`src/rtl/alu_div_unit.sv`:
```
// alu_div_unit: iterative RV64M DIV/DIVU/REM/REMU unit for the execute stage.
// Restoring division, one quotient bit per clock. Divide-by-zero and signed
// overflow bypass the iteration and complete in a single cycle.
//
// Ports:
//   clk    - system clock, rising edge
//   rst    - asynchronous active-high reset
//   start  - request, accepted only while busy=0
//   flush  - synchronous abort; wins over start
//   op     - 00=DIV, 01=DIVU, 10=REM, 11=REMU
//   a, b   - dividend (rs1 path), divisor (rs2 path)
//   busy   - operation in flight (BUSY or DONE state)
//   done   - one-cycle pulse, result valid in that cycle
//   result - quotient or remainder, held until the next done
module alu_div_unit #(
  parameter int unsigned XLEN = 64
) (
  input  logic            clk,
  input  logic            rst,
  input  logic            start,
  input  logic            flush,
  input  logic [1:0]      op,
  input  logic [XLEN-1:0] a,
  input  logic [XLEN-1:0] b,
  output logic            busy,
  output logic            done,
  output logic [XLEN-1:0] result
);

  localparam int unsigned CW = (XLEN > 1) ? $clog2(XLEN) : 1;

  typedef enum logic [1:0] {
    S_IDLE = 2'd0,
    S_BUSY = 2'd1,
    S_DONE = 2'd2
  } state_t;

  state_t          state;
  logic [CW-1:0]   cnt;
  logic [XLEN-1:0] rem_q;      // partial remainder, always < divisor
  logic [XLEN-1:0] quo_q;      // dividend bits shift out, quotient bits shift in
  logic [XLEN-1:0] dvsr_q;
  logic            neg_quo_q;
  logic            neg_rem_q;
  logic            is_rem_q;

  logic            is_signed_c;
  logic            a_neg_c;
  logic            b_neg_c;
  logic [XLEN-1:0] a_abs_c;
  logic [XLEN-1:0] b_abs_c;
  logic            div_zero_c;
  logic            ovf_c;
  logic [XLEN-1:0] special_res_c;
  logic [XLEN:0]   rem_sh_c;
  logic [XLEN:0]   diff_c;
  logic            qbit_c;
  logic [XLEN-1:0] rem_nxt_c;
  logic [XLEN-1:0] quo_nxt_c;
  logic [XLEN-1:0] quo_fix_c;
  logic [XLEN-1:0] rem_fix_c;
  logic [XLEN-1:0] final_res_c;

  // Operand decode, magnitudes and single-cycle special cases.
  always_comb begin
    is_signed_c   = ~op[0];
    a_neg_c       = is_signed_c & a[XLEN-1];
    b_neg_c       = is_signed_c & b[XLEN-1];
    a_abs_c       = a_neg_c ? (~a + XLEN'(1)) : a;
    b_abs_c       = b_neg_c ? (~b + XLEN'(1)) : b;
    div_zero_c    = (b == '0);
    ovf_c         = is_signed_c && (a == {1'b1, {(XLEN-1){1'b0}}}) && (b == '1);
    special_res_c = '0;
    if (div_zero_c) begin
      special_res_c = op[1] ? a : '1;
    end else if (ovf_c) begin
      special_res_c = op[1] ? '0 : a;
    end
  end

  // One restoring step on an XLEN+1 bit shifted remainder, then sign fixup.
  always_comb begin
    rem_sh_c    = {1'b0, rem_q} << 1;
    rem_sh_c[0] = quo_q[XLEN-1];
    diff_c      = rem_sh_c - {1'b0, dvsr_q};
    qbit_c      = ~diff_c[XLEN];
    rem_nxt_c   = qbit_c ? diff_c[XLEN-1:0] : rem_sh_c[XLEN-1:0];
    quo_nxt_c   = {quo_q[XLEN-2:0], qbit_c};
    quo_fix_c   = neg_quo_q ? (~quo_nxt_c + XLEN'(1)) : quo_nxt_c;
    rem_fix_c   = neg_rem_q ? (~rem_nxt_c + XLEN'(1)) : rem_nxt_c;
    final_res_c = is_rem_q ? rem_fix_c : quo_fix_c;
  end

  // Control FSM with registered outputs.
  always_ff @(posedge clk or posedge rst) begin
    if (rst) begin
      state     <= S_IDLE;
      cnt       <= '0;
      rem_q     <= '0;
      quo_q     <= '0;
      dvsr_q    <= '0;
      neg_quo_q <= 1'b0;
      neg_rem_q <= 1'b0;
      is_rem_q  <= 1'b0;
      busy      <= 1'b0;
      done      <= 1'b0;
      result    <= '0;
    end else if (flush) begin
      // Abort leaves result untouched so the last value stays readable.
      state <= S_IDLE;
      cnt   <= '0;
      busy  <= 1'b0;
      done  <= 1'b0;
    end else begin
      case (state)
        S_IDLE: begin
          done <= 1'b0;
          if (start) begin
            busy <= 1'b1;
            if (div_zero_c || ovf_c) begin
              result <= special_res_c;
              done   <= 1'b1;
              state  <= S_DONE;
            end else begin
              rem_q     <= '0;
              quo_q     <= a_abs_c;
              dvsr_q    <= b_abs_c;
              neg_quo_q <= a_neg_c ^ b_neg_c;
              neg_rem_q <= a_neg_c;
              is_rem_q  <= op[1];
              cnt       <= CW'(XLEN - 1);
              state     <= S_BUSY;
            end
          end
        end
        S_BUSY: begin
          rem_q <= rem_nxt_c;
          quo_q <= quo_nxt_c;
          if (cnt == '0) begin
            result <= final_res_c;
            done   <= 1'b1;
            state  <= S_DONE;
          end else begin
            cnt <= cnt - CW'(1);
          end
        end
        S_DONE: begin
          done  <= 1'b0;
          busy  <= 1'b0;
          state <= S_IDLE;
        end
        default: begin
          done  <= 1'b0;
          busy  <= 1'b0;
          state <= S_IDLE;
        end
      endcase
    end
  end

endmodule

```
`config.mk`:
```
export PLATFORM = sky130hd
export DESIGN_NAME = alu_div_unit
export DESIGN_NICKNAME = d
export VERILOG_FILES = /design/src/rtl/alu_div_unit.sv
export SDC_FILE = /design/constraint.sdc
export NUM_CORES = 1
export LEC_CHECK = 0
export ABC_AREA = 1
export CAP_MARGIN = 20
export CORE_MARGIN = 2
export CORE_UTILIZATION = 60
export CTS_BUF_LIST = sky130_fd_sc_hd__clkbuf_8
export CTS_CLUSTER_SIZE = 8
export DETAILED_ROUTE_END_ITERATION = 6
export DONT_BUFFER_PORTS = 1
export GPL_TIMING_DRIVEN = 0
export PLACE_DENSITY = 0.77
export REMOVE_ABC_BUFFERS = 1
export SYNTH_ARGS = -nofsm -noshare
export SYNTH_HDL_FRONTEND = slang
export SYNTH_SLANG_ARGS = --single-unit
export TNS_END_PERCENT = 10
```
`constraint.sdc`:
```
create_clock -name clk -period 24.9 [get_ports clk]
set_clock_uncertainty 0.05 [all_clocks]
set_input_delay 2.49 -clock clk [delete_from_list [all_inputs] [get_ports clk]]
set_output_delay 2.49 -clock clk [all_outputs]
set_load 0.1 [all_outputs]
```
# [After elaboration in Yosys (flattened, before gate mapping)]
# Index checks and enable logic that the tools add are counted.
[totals] inputBits=134 ram_bits=0 register_bits=269 mem_bits_ro=0 latchBits=0 memories=0 output_inout_bits=66 wordCells=92
[classes] multipliers=0 n_div=0 n_lt_le_gt_ge=0 reduce_logical=14 muxes=38 eq_ne=12 bitwise=11 shifts=0 n_addsub=6
[op_table] cell="64-bit two-way mux" count=17
[op_table] cell="64-bit case mux with 2 select lines" count=3
[op_table] cell="64-bit by 1-bit adder with 64-bit output, second input constant" count=4
[op_table] cell="64-bit NOT" count=4
[op_table] cell="64-bit == test, second input constant" count=2
[op_table] cell="65-bit by 64-bit subtractor with 65-bit output" count=1
[op_table] cell="64-bit logical NOT" count=1
[op_table] cell="6-bit two-way mux" count=4
[op_table] cell="3-bit != test, second input constant" count=4
[op_table] cell="6-bit case mux with 2 select lines" count=1
[op_table] cell="4-bit AND reduction" count=3
[op_table] cell="2-bit != test, second input constant" count=5
[op_table] cell="2-bit two-way mux" count=4
[op_table] cell="6-bit logical NOT" count=1
[op_table] cell="1-bit two-way mux" count=6
[op_table] cell="6-bit by 1-bit subtractor with 6-bit output, second input constant" count=1
[op_table] cell="5-bit AND reduction" count=1
[op_table] cell="1-bit NOT" count=4
[op_table] cell="1-bit case mux with 2 select lines" count=2
[op_table] cell="2-bit case mux with 2 select lines" count=1
[op_table] cell="2-bit AND reduction" count=2
[op_table] cell="3-bit nonzero test" count=1
[op_table] cell="1-bit bitwise AND" count=2
[op_table] cell="2-bit by 1-bit == test with 1-bit output, second input constant" count=1
[op_table] cell="5 further kinds" count=6

# [Depth between registers and ports, before layout]
# Gate-level depths: netlist (run 1).
[depth] depth_word=8 depth_mapped=38 ltp_nobuf=36

# [Worst setup path before layout (run 1)]
# OpenSTA, ideal clock, no wires.
[synth_timing] path_type="in2reg" startpoint="in a[1]" endpoint="reg quo_q[49]" arrival_ns=4.789 setup_time_ns=0.130 n_path_buf=2 stages=19 required_time_ns=24.720 slack_ns=19.930 path_cell_list="inv_1 > ha_1 > nand4_1 > nor2_2 > nand2_2 > nor2_2 > nand2_1 > nor2_1 > nand4_1 > nor2_2 > inv_1 > o31ai_1 > nand2_1 > nand2_2 > inv_2 > buf_2 > buf_2 > o211ai_1 > o21ai_0"
[synth_via] elab_chain_cells=6 word_cells_on_any_way=12 classes_between="add/sub: 1; eq/ne: 2; mux: 4; bitwise: 1; reduce/logical: 4"
[synth_lines] item="start: declaration" line="23" rtl="input logic [XLEN-1:0] a,"
[synth_lines] item="64-bit NOT / 64-bit == test (equally long branches)" line="69, 72"
[synth_lines] item="64-bit by 1-bit adder with 64-bit output / 1-bit logical AND (equally long branches)" line="69, 72"
[synth_lines] item="64-bit two-way mux / 1-bit logical AND (equally long branches)" line="69, 72"
[synth_lines] item="64-bit two-way mux / 1-bit logical OR (equally long branches)" line="120" rtl="if (div_zero_c || ovf_c) begin"
[synth_lines] item="64-bit two-way mux / 2-bit != test (equally long branches)"
[synth_lines] item="64-bit case mux with 2 select lines / 4-bit AND reduction (equally long branches)"
[synth_lines] item="end signal: assignment" line="126" rtl="quo_q <= a_abs_c;"
[synth_lines] item="end signal: assignment" line="138" rtl="quo_q <= quo_nxt_c;"
[synth_lines] item="end: declaration" line="41" rtl="logic [XLEN-1:0] quo_q;"
# Several ways; a longest one is shown, not always the timed one. The select of a mux whose other input is x is not followed.
# A chain may end at the register's enable or synchronous reset.

# [Worst setup path in the final report (run 1)]
[layout_timing] startpoint="in a[48]" endpoint="reg quo_q[63]"
# Same word-level chain as after synthesis.

==> PnR_summary.wiki, run 1 <==
{| class="wikitable"
! Metric !! Value
|-
| Stage delay of the slowest cell on the critical path || 0.92 ns
|-
| Placeable core area || 45500 um2
|-
| Number of nets in the layout || 4945
|-
| Fraction of post-synthesis cell area in the top cell type by area || 0.243
|-
| Most area-hungry cell type in the Yosys netlist || sky130_fd_sc_hd__dfrtp_1
|-
| Final total negative setup slack || 0 ns
|-
| Yosys warning total || 0
|-
| Async S/R FF share, synth || 1.00
|-
| Leading post-synthesis cells by cell area || sky130_fd_sc_hd__dfrtp_1 24%, sky130_fd_sc_hd__nand2_1 22%, sky130_fd_sc_hd__inv_1 10%, sky130_fd_sc_hd__nor2_1 6.4%, sky130_fd_sc_hd__o21ai_0 5.6%
|-
| Routed Antenna Nets || 0
|-
| Maximum vdd ir drop || 119 uV
|-
| Number of max-slew violations in the final report || 0
|-
| Number of placed I/O pins || 200
|-
| Register bit total from synthesis || 269
|-
| Post-route clock period utilization || 0.278
|-
| CTS sink cnt || 269
|-
| Grt ovf || 0
|-
| Cell with the largest stage delay on the worst path || sky130_fd_sc_hd__nor2_1
|-
| Final core area utilization || 0.641
|-
| CTS Hold Buffers Added || 0
|-
| Iteration-0 DRC count of the detailed router || 4055
|-
| Vias in the first global route || 27900
|-
| CP top delay family || simple AND/OR/NAND/NOR gates
|-
| RSZ-0062 raised after global routing || false
|-
| HPWL Detailed || 76.9 mm
|-
| Hold Crit Depth || 2
|-
| Post-synth design cell area || 27600 um2
|-
| Layout cell share with drive strength beyond 1 || 0.0488
|-
| Instance count after placement with tap cells included || 5285
|-
| Static leakage || 15.3 nW
|-
| FP Rows || 78
|-
| Final hold viol count || 0
|-
| Global-route usage over all layers || 0.414
|-
| Number of non-filler instances in the completed layout || 5379
|-
| CP cell instances || nor2_1, nand2_1, nor2_1, nand4_1, nor4_1, nand4_1, o31ai_1, clkbuf_4, nand2_1, nand2_2, inv_6, buf_16, o21ai_0, o21ai_0
|-
| Count of TritonRoute iterations in the first routing pass || 6
|-
| Netlist cell types || 54
|-
| Height of the chip || 219 um
|-
| Required arrival time at the worst endpoint || 25.36 ns
|-
| Worst r2r path cells || 27
|-
| Final critical path time including I/O delays and setup || 6.92 ns
|-
| Arrival time at the worst endpoint || 7.38 ns
|-
| Most used standard cells in the synthesized netlist || 1607 x sky130_fd_sc_hd__nand2_1, 768 x sky130_fd_sc_hd__inv_1, 474 x sky130_fd_sc_hd__nor2_1
|-
| Xor and xnor fraction of the mapped netlist area || 0.0361
|-
| Adder-Cell Fraction of Synth Area || 0.0329
|-
| TritonCTS clock tree || yes
|-
| Remaining design rule violation count || 0
|-
| Total Routed Length || 99.9 mm
|-
| Initial antenna violation count || 0
|-
| Number of synthesized flops with an enable pin || 0
|-
| Critical Path Start Type || input pin
|-
| Cts bufs inserted || 50
|-
| Area enclosed by the die boundary || 47800 um2
|-
| Worst max-slew margin expressed relative to the limit || 0.193
|-
| DR vias || 31100
|-
| Run status || finished, final reports clean
|-
| Maximum capacitance violations || 0
|-
| Routed wire per std cell || 18.6 um
|-
| Dominant combinational cell family by area after synthesis || simple AND/OR/NAND/NOR gates
|-
| Mapped Avg Cell Area || 5.73 um2
|-
| Worst-path clk slew || 0.07 ns
|-
| Synth Area in Compound Gates || 0.146
|-
| Max clock buf depth || 3
|-
| Avg Vias per Cell || 5.78
|-
| Mux share of post-synthesis cell area || 0
|-
| Area taken by multi-input logic gates || 17300 um2
|-
| Min-Delay Path Class || register to register
|-
| Insertion delay to the later sink of the worst-skew pair || 0.68 ns
|-
| Width of the die || 219 um
|-
| Dominant cell by count in the synthesized netlist || sky130_fd_sc_hd__nand2_1
|-
| Most used DFF post-synth || sky130_fd_sc_hd__dfrtp_1
|-
| FF/Latch Area || 6740 um2
|-
| Resize count post-CTS || 0
|-
| Startpoint-to-endpoint class of the critical path || input pin to register
|-
| Overall Power || 4.26 mW
|-
| Wire length of the first global-routing pass || 154 mm
|-
| Flop-to-flop setup slack || 18.15 ns
|-
| Actual slew at the worst max-slew pin || 1.21 ns
|-
| Critical path depth in cells || 14
|-
| Maximum clock frequency || 144 MHz
|-
| Root Driver || sky130_fd_sc_hd__clkbuf_8
|-
| Count of buffers from port buffering || 0
|-
| Largest net degree at the start of global routing || 131
|-
| Htree depth || 2
|-
| Power density of the placed cells || 146 nW/um2
|-
| Synth Area in Simple Gates || 0.407
|-
| Sequential cell area fraction in the yosys report || 0.243
|-
| Starting utilization of the core area || 0.608
|-
| Setup Viol. Count Final || 0
|-
| Largest fanout on the critical path || 114
|-
| Combined buffer and inverter count along the critical path || 3
|-
| Buffers inserted during post-CTS setup optimization || 0
|-
| Routability congestion estimate || 1.06
|-
| Count of fill cells added during filler insertion || 4586
|-
| Synthesized instance count || 4826
|-
| Post-synthesis to final-layout area growth || 5.41%
|-
| Capturing element type of the critical path || register
|}
==> cells in the final DEF, fill, tap and decap left out, types with 7 or more instances in the layout <==
cell                          n
sky130_fd_sc_hd__xor2_1      81
sky130_fd_sc_hd__buf_16       7
sky130_fd_sc_hd__ha_1        71
sky130_fd_sc_hd__nand2_2     62
sky130_fd_sc_hd__a21oi_1    215
sky130_fd_sc_hd__nand4_1     62
sky130_fd_sc_hd__a31oi_1     14
sky130_fd_sc_hd__nor2_4      12
sky130_fd_sc_hd__o31ai_1      7
sky130_fd_sc_hd__nor3_1      72
sky130_fd_sc_hd__nor4_1      50
sky130_fd_sc_hd__o21ai_0    309
sky130_fd_sc_hd__o211ai_1    24
sky130_fd_sc_hd__nor2_2      19
sky130_fd_sc_hd__o21bai_1     8
sky130_fd_sc_hd__clkinv_2     9
sky130_fd_sc_hd__or2_2        7
sky130_fd_sc_hd__nand2_1   1606
sky130_fd_sc_hd__nand3b_1    21
sky130_fd_sc_hd__buf_12       8
sky130_fd_sc_hd__o21ai_1     58
sky130_fd_sc_hd__xnor2_1     33
sky130_fd_sc_hd__inv_1      781
sky130_fd_sc_hd__dfrtp_1    266
sky130_fd_sc_hd__clkbuf_8    62
sky130_fd_sc_hd__inv_2       10
sky130_fd_sc_hd__o22ai_1     89
sky130_fd_sc_hd__nand3_1    278
sky130_fd_sc_hd__nor2_1     471
==> metal layers <==
metal	wire length, um	global-route usage
met1	42500	0.572
met2	42200	0.618
met4	4860	0.190
met5	0	0
met3	10400	0.0870
==> layout make-up <==
cell class | instances | area share
multi-input cells | 3614 | 0.592
flip-flops and latches | 269 | 0.231
inverters | 782 | 0.101
clock buffers | 62 | 0.0293
well taps | 600 | 0.0258
repair buffers | 22 | 0.0152
clock inverters | 28 | 0.00502
diodes | 2 | 0.000172
==> registers in the layout, indices dropped and copies added (netlist names) <==
signal / flops
dvsr_q: 64
quo_q: 64
rem_q: 64
result: 64
cnt: 6
state: 2
busy: 1
done: 1
is_rem_q: 1
neg_quo_q: 1
neg_rem_q: 1
==> kinds of logic after synthesis <==
logic type | after synthesis
flops | 269
compound gates | 745
fa+ha+maj | 72
xor+xnor | 114
buf+inv | 943
simple gates | 2683
==> stage by stage <==
step	setup slack, ns	area, um2	hold slack [ns]
2_1_floorplan	14.95	26900	0.403
3_3_place_gp	11.72	27600	0.417
3_5_place_dp	17.10	28100	0.423
4_1_cts	17.82	29100	0.438
5_1_grt	17.79	29100	0.454
6_report	17.98	29100	0.432
==> where the power goes <==
part           switching (mW)  internal (mW)  total, mW
Sequential              0.398          0.578      0.976
Clock                   0.215          0.234      0.448
Combinational            2.01          0.827       2.84
==> final timing paths <==
path | start | to
worst max-delay path | a[48] | quo_q[63]
worst min-delay path | dvsr_q[17] | dvsr_q[17]
worst max register to register | rem_q[46] | result[60]
worst min register to register | dvsr_q[17] | dvsr_q[17]
max in group asynchronous | rst | is_rem_q
min in group asynchronous | rst | dvsr_q[10]
==> worst min-delay path: stages, from the launching register on <==
cell	delay, ns
sky130_fd_sc_hd__dfrtp_1	0.34
sky130_fd_sc_hd__nand2_1	0.05
sky130_fd_sc_hd__o21ai_0	0.06
Note: power is estimated with default switching activity, not from simulation.
==> inputs of run 2 (changes only) <==
==> constraint.sdc (replaced) <==
create_clock -name clk -period 6.76 [get_ports clk]
set_clock_uncertainty 0.05 [all_clocks]
set_input_delay 0.676 -clock clk [delete_from_list [all_inputs] [get_ports clk]]
set_output_delay 0.676 -clock clk [all_outputs]
set_load 0.1 [all_outputs]
==> run 2 against run 1 <==
Effect of this change:
- final cell count is essentially flat
- routed wire length grew 0.40%
- first-iteration DRC count shrank 1.4%
- cell area grew 0.12%
- critical path depth grew 13
- critical endpoint is now result[60]
==> PnR_summary.wiki, run 2 (synthesis gave the netlist of run 1 again) <==
{| class="wikitable"
! Metric !! Value
|-
| Run status || finished, final reports clean
|-
| Cts bufs inserted || 50 (unchanged)
|-
| Routed Antenna Nets || 0 (unchanged)
|-
| HP Start || op[1]
|-
| Power density of the placed cells || 540 nW/um2 (+270%)
|-
| Switching portion of total power || 0.617 (+0.00135)
|-
| Total Routed Length || 100 mm (+0.40%)
|-
| Worst Slack Setup Final || 0.513 ns (-17.46 ns)
|-
| Final core area utilization || 0.642 (+0.000770)
|-
| Htree depth || 2 (unchanged)
|-
| Clock share of power || 0.105 (about the same)
|-
| Maximum clock frequency || 160 MHz
|-
| Worst hold margin || 0.0954 ns (-0.337 ns)
|-
| Remaining design rule violation count || 0 (unchanged)
|-
| Layout cell share with drive strength beyond 1 || 0.0490 (+0.000189)
|-
| Required arrival time at the worst endpoint || 7.27 ns (-18.09 ns)
|-
| Hold Crit Depth || 2 (unchanged)
|-
| Instance count after placement with tap cells included || 5285 (unchanged)
|-
| Startpoint-to-endpoint class of the critical path || register to register
|-
| Area enclosed by the die boundary || 47800 um2 (unchanged)
|-
| Avg Vias per Cell || 5.76 (-0.20%)
|-
| Grt ovf || 0 (unchanged)
|-
| Count of fill cells added during filler insertion || 4581 (-0.11%)
|-
| Comb pwr share || 0.667 (about the same)
|-
| Iteration-0 DRC count of the detailed router || 4000 (-1.4%)
|-
| Actual slew at the worst max-slew pin || 1.22 ns (+0.0104 ns)
|-
| Post-synthesis to final-layout area growth || 5.54%
|-
| Wire length of the first global-routing pass || 154 mm (about the same)
|-
| Flop-to-flop setup slack || 0.51 ns (-17.64 ns)
|-
| Final total negative setup slack || 0 ns (unchanged)
|-
| RR Startpoint || rem_q[46]
|-
| FP Rows || 78 (unchanged)
|-
| Final hold viol count || 0 (unchanged)
|-
| Largest fanout on the critical path || 37 (-68%)
|-
| Static leakage || 15.3 nW (about the same)
|-
| Routed wire per std cell || 18.6 um (+0.38%)
|-
| Post-route clock period utilization || 0.924
|-
| Critical Path Start Type || register
|-
| Setup Viol. Count Final || 0 (unchanged)
|-
| Number of nets in the layout || 4947 (+0.040%)
|-
| Worst max-slew margin expressed relative to the limit || 0.186 (-0.00698)
|-
| Global-route usage over all layers || 0.414 (about the same)
|-
| Worst-path clk slew || 0.06 ns (about the same)
|-
| Portion of total power attributed to sequential cells || 0.228 (about the same)
|-
| Post-place setup slack || 0.272 ns (-16.82 ns)
|-
| Starting utilization of the core area || 0.608 (unchanged)
|-
| Maximum capacitance violations || 0 (unchanged)
|-
| Maximum vdd ir drop || 400 uV (+240%)
|-
| Arrival time at the worst endpoint || 6.76 ns (-0.62 ns)
|-
| TritonCTS clock tree || yes
|-
| Switching power of the nets || 9.71 mW (+270%)
|-
| Final critical path time including I/O delays and setup || 6.25 ns
|-
| Largest net degree at the start of global routing || 131 (unchanged)
|-
| Cell repeated most along the worst path || sky130_fd_sc_hd__nand2_1
|-
| Width of the die || 219 um (unchanged)
|-
| Initial antenna violation count || 0 (unchanged)
|-
| Count of TritonRoute iterations in the first routing pass || 6 (unchanged)
|-
| Min-Delay Path Class || input pin to register
|-
| Height of the chip || 219 um (unchanged)
|-
| Cell-internal power || 6.03 mW (+270%)
|-
| RSZ-0062 raised after global routing || false
|-
| Count of buffers from port buffering || 0 (unchanged)
|-
| Commonest non-fill, non-tap cell in the layout || sky130_fd_sc_hd__nand2_1
|-
| Cell with the largest stage delay on the worst path || sky130_fd_sc_hd__a21oi_2
|-
| HPWL Detailed || 76.9 mm (unchanged)
|-
| Worst flop-to-flop path endpoint || result[60]
|-
| Max clock buf depth || 3 (unchanged)
|-
| CTS sink cnt || 269 (unchanged)
|-
| Worst r2r path cells || 27 (unchanged)
|-
| Placeable core area || 45500 um2 (unchanged)
|-
| Capturing element type of the critical path || register
|-
| Number of max-slew violations in the final report || 0 (unchanged)
|-
| Stage delay of the slowest cell on the critical path || 0.43 ns (-0.49 ns)
|-
| Buffers inserted during post-CTS setup optimization || 0 (unchanged)
|-
| DR vias || 31000 (-0.18%)
|-
| Number of non-filler instances in the completed layout || 5380 (+0.019%)
|-
| Most frequent cells in the layout || 1606 x sky130_fd_sc_hd__nand2_1, 781 x sky130_fd_sc_hd__inv_1, 471 x sky130_fd_sc_hd__nor2_1
|-
| Insertion delay to the later sink of the worst-skew pair || 0.68 ns (about the same)
|-
| Root Driver || sky130_fd_sc_hd__clkbuf_8
|-
| Worst hold path endpoint || is_rem_q
|-
| Number of placed I/O pins || 200 (unchanged)
|-
| Vias in the first global route || 27900 (+0.018%)
|-
| Routability congestion estimate || 1.06 (unchanged)
|}
## run 2: routing by layer
layer,track usage,share of wire,vias up
met5,0,0,-
met4,0.190,0.048,0
met3,0.0870,0.11,254
met2,0.618,0.42,1560
met1,0.572,0.42,14100
li1,-,-,15100
## run 2: worst max-delay path, delay by kind of cell (launching register included)
kind	cells	cell delay, ns
compound gates	5	1.20
simple gates	17	3.47
buf+inv	2	0.14
xor+xnor	1	0.20
flops	1	0.42
fa+ha+maj	2	0.64
## run 2: worst max path at each step
stage | start | end | slack, ns | cells after the start
6_report | rem_q[46] | result[60] | 0.51 | 27
5_1_grt | quo_q[63] | result[60] | 0.11 | 35
4_1_cts | rem_q[46] | result[60] | 0.23 | 27
3_5_place_dp | rem_q[46] | result[56] | 0.27 | 26
3_3_place_gp | state[0] | quo_q[27] | -4.82 | 7
2_1_floorplan | rst | busy | -1.38 | 1
## run 2: what timing repair did
item	4_1_cts	5_1_grt
resized for setup	0	2
hold endpoints to repair	83	0
endpoints found under the setup margin	0	10
hold buffers	1	0
## run 2: cell type report
cell class | count | area [um2] | share of cell area
clock buffers | 62 | 853 | 0.0292
flip-flops and latches | 269 | 6740 | 0.231
multi-input cells | 3615 | 17300 | 0.592
inverters | 782 | 2950 | 0.101
well taps | 600 | 751 | 0.0257
diodes | 1 | 2.50 | 0.0000858
repair buffers | 23 | 453 | 0.0155
clock inverters | 28 | 146 | 0.00502
## run 2: per-stage QoR
step | power (mW) | instance area, um2
6_report | 15.7 | 29200
5_1_grt | 17.1 | 29200
4_1_cts | 15.4 | 29100
3_5_place_dp | 13.7 | 28100
3_3_place_gp | 13.6 | 27600
2_1_floorplan | 10.9 | 26900
## run 2: power groups by stage
| stage | Combinational, mW | Clock [mW] | Sequential (mW) |
|---|---|---|---|
| 2_1_floorplan | 7.41 | 0 | 3.46 |
| 3_3_place_gp | 9.94 | 0 | 3.67 |
| 3_5_place_dp | 10.1 | 0 | 3.60 |
| 4_1_cts | 10.2 | 1.67 | 3.58 |
| 5_1_grt | 11.7 | 1.73 | 3.65 |
| 6_report | 10.5 | 1.65 | 3.59 |
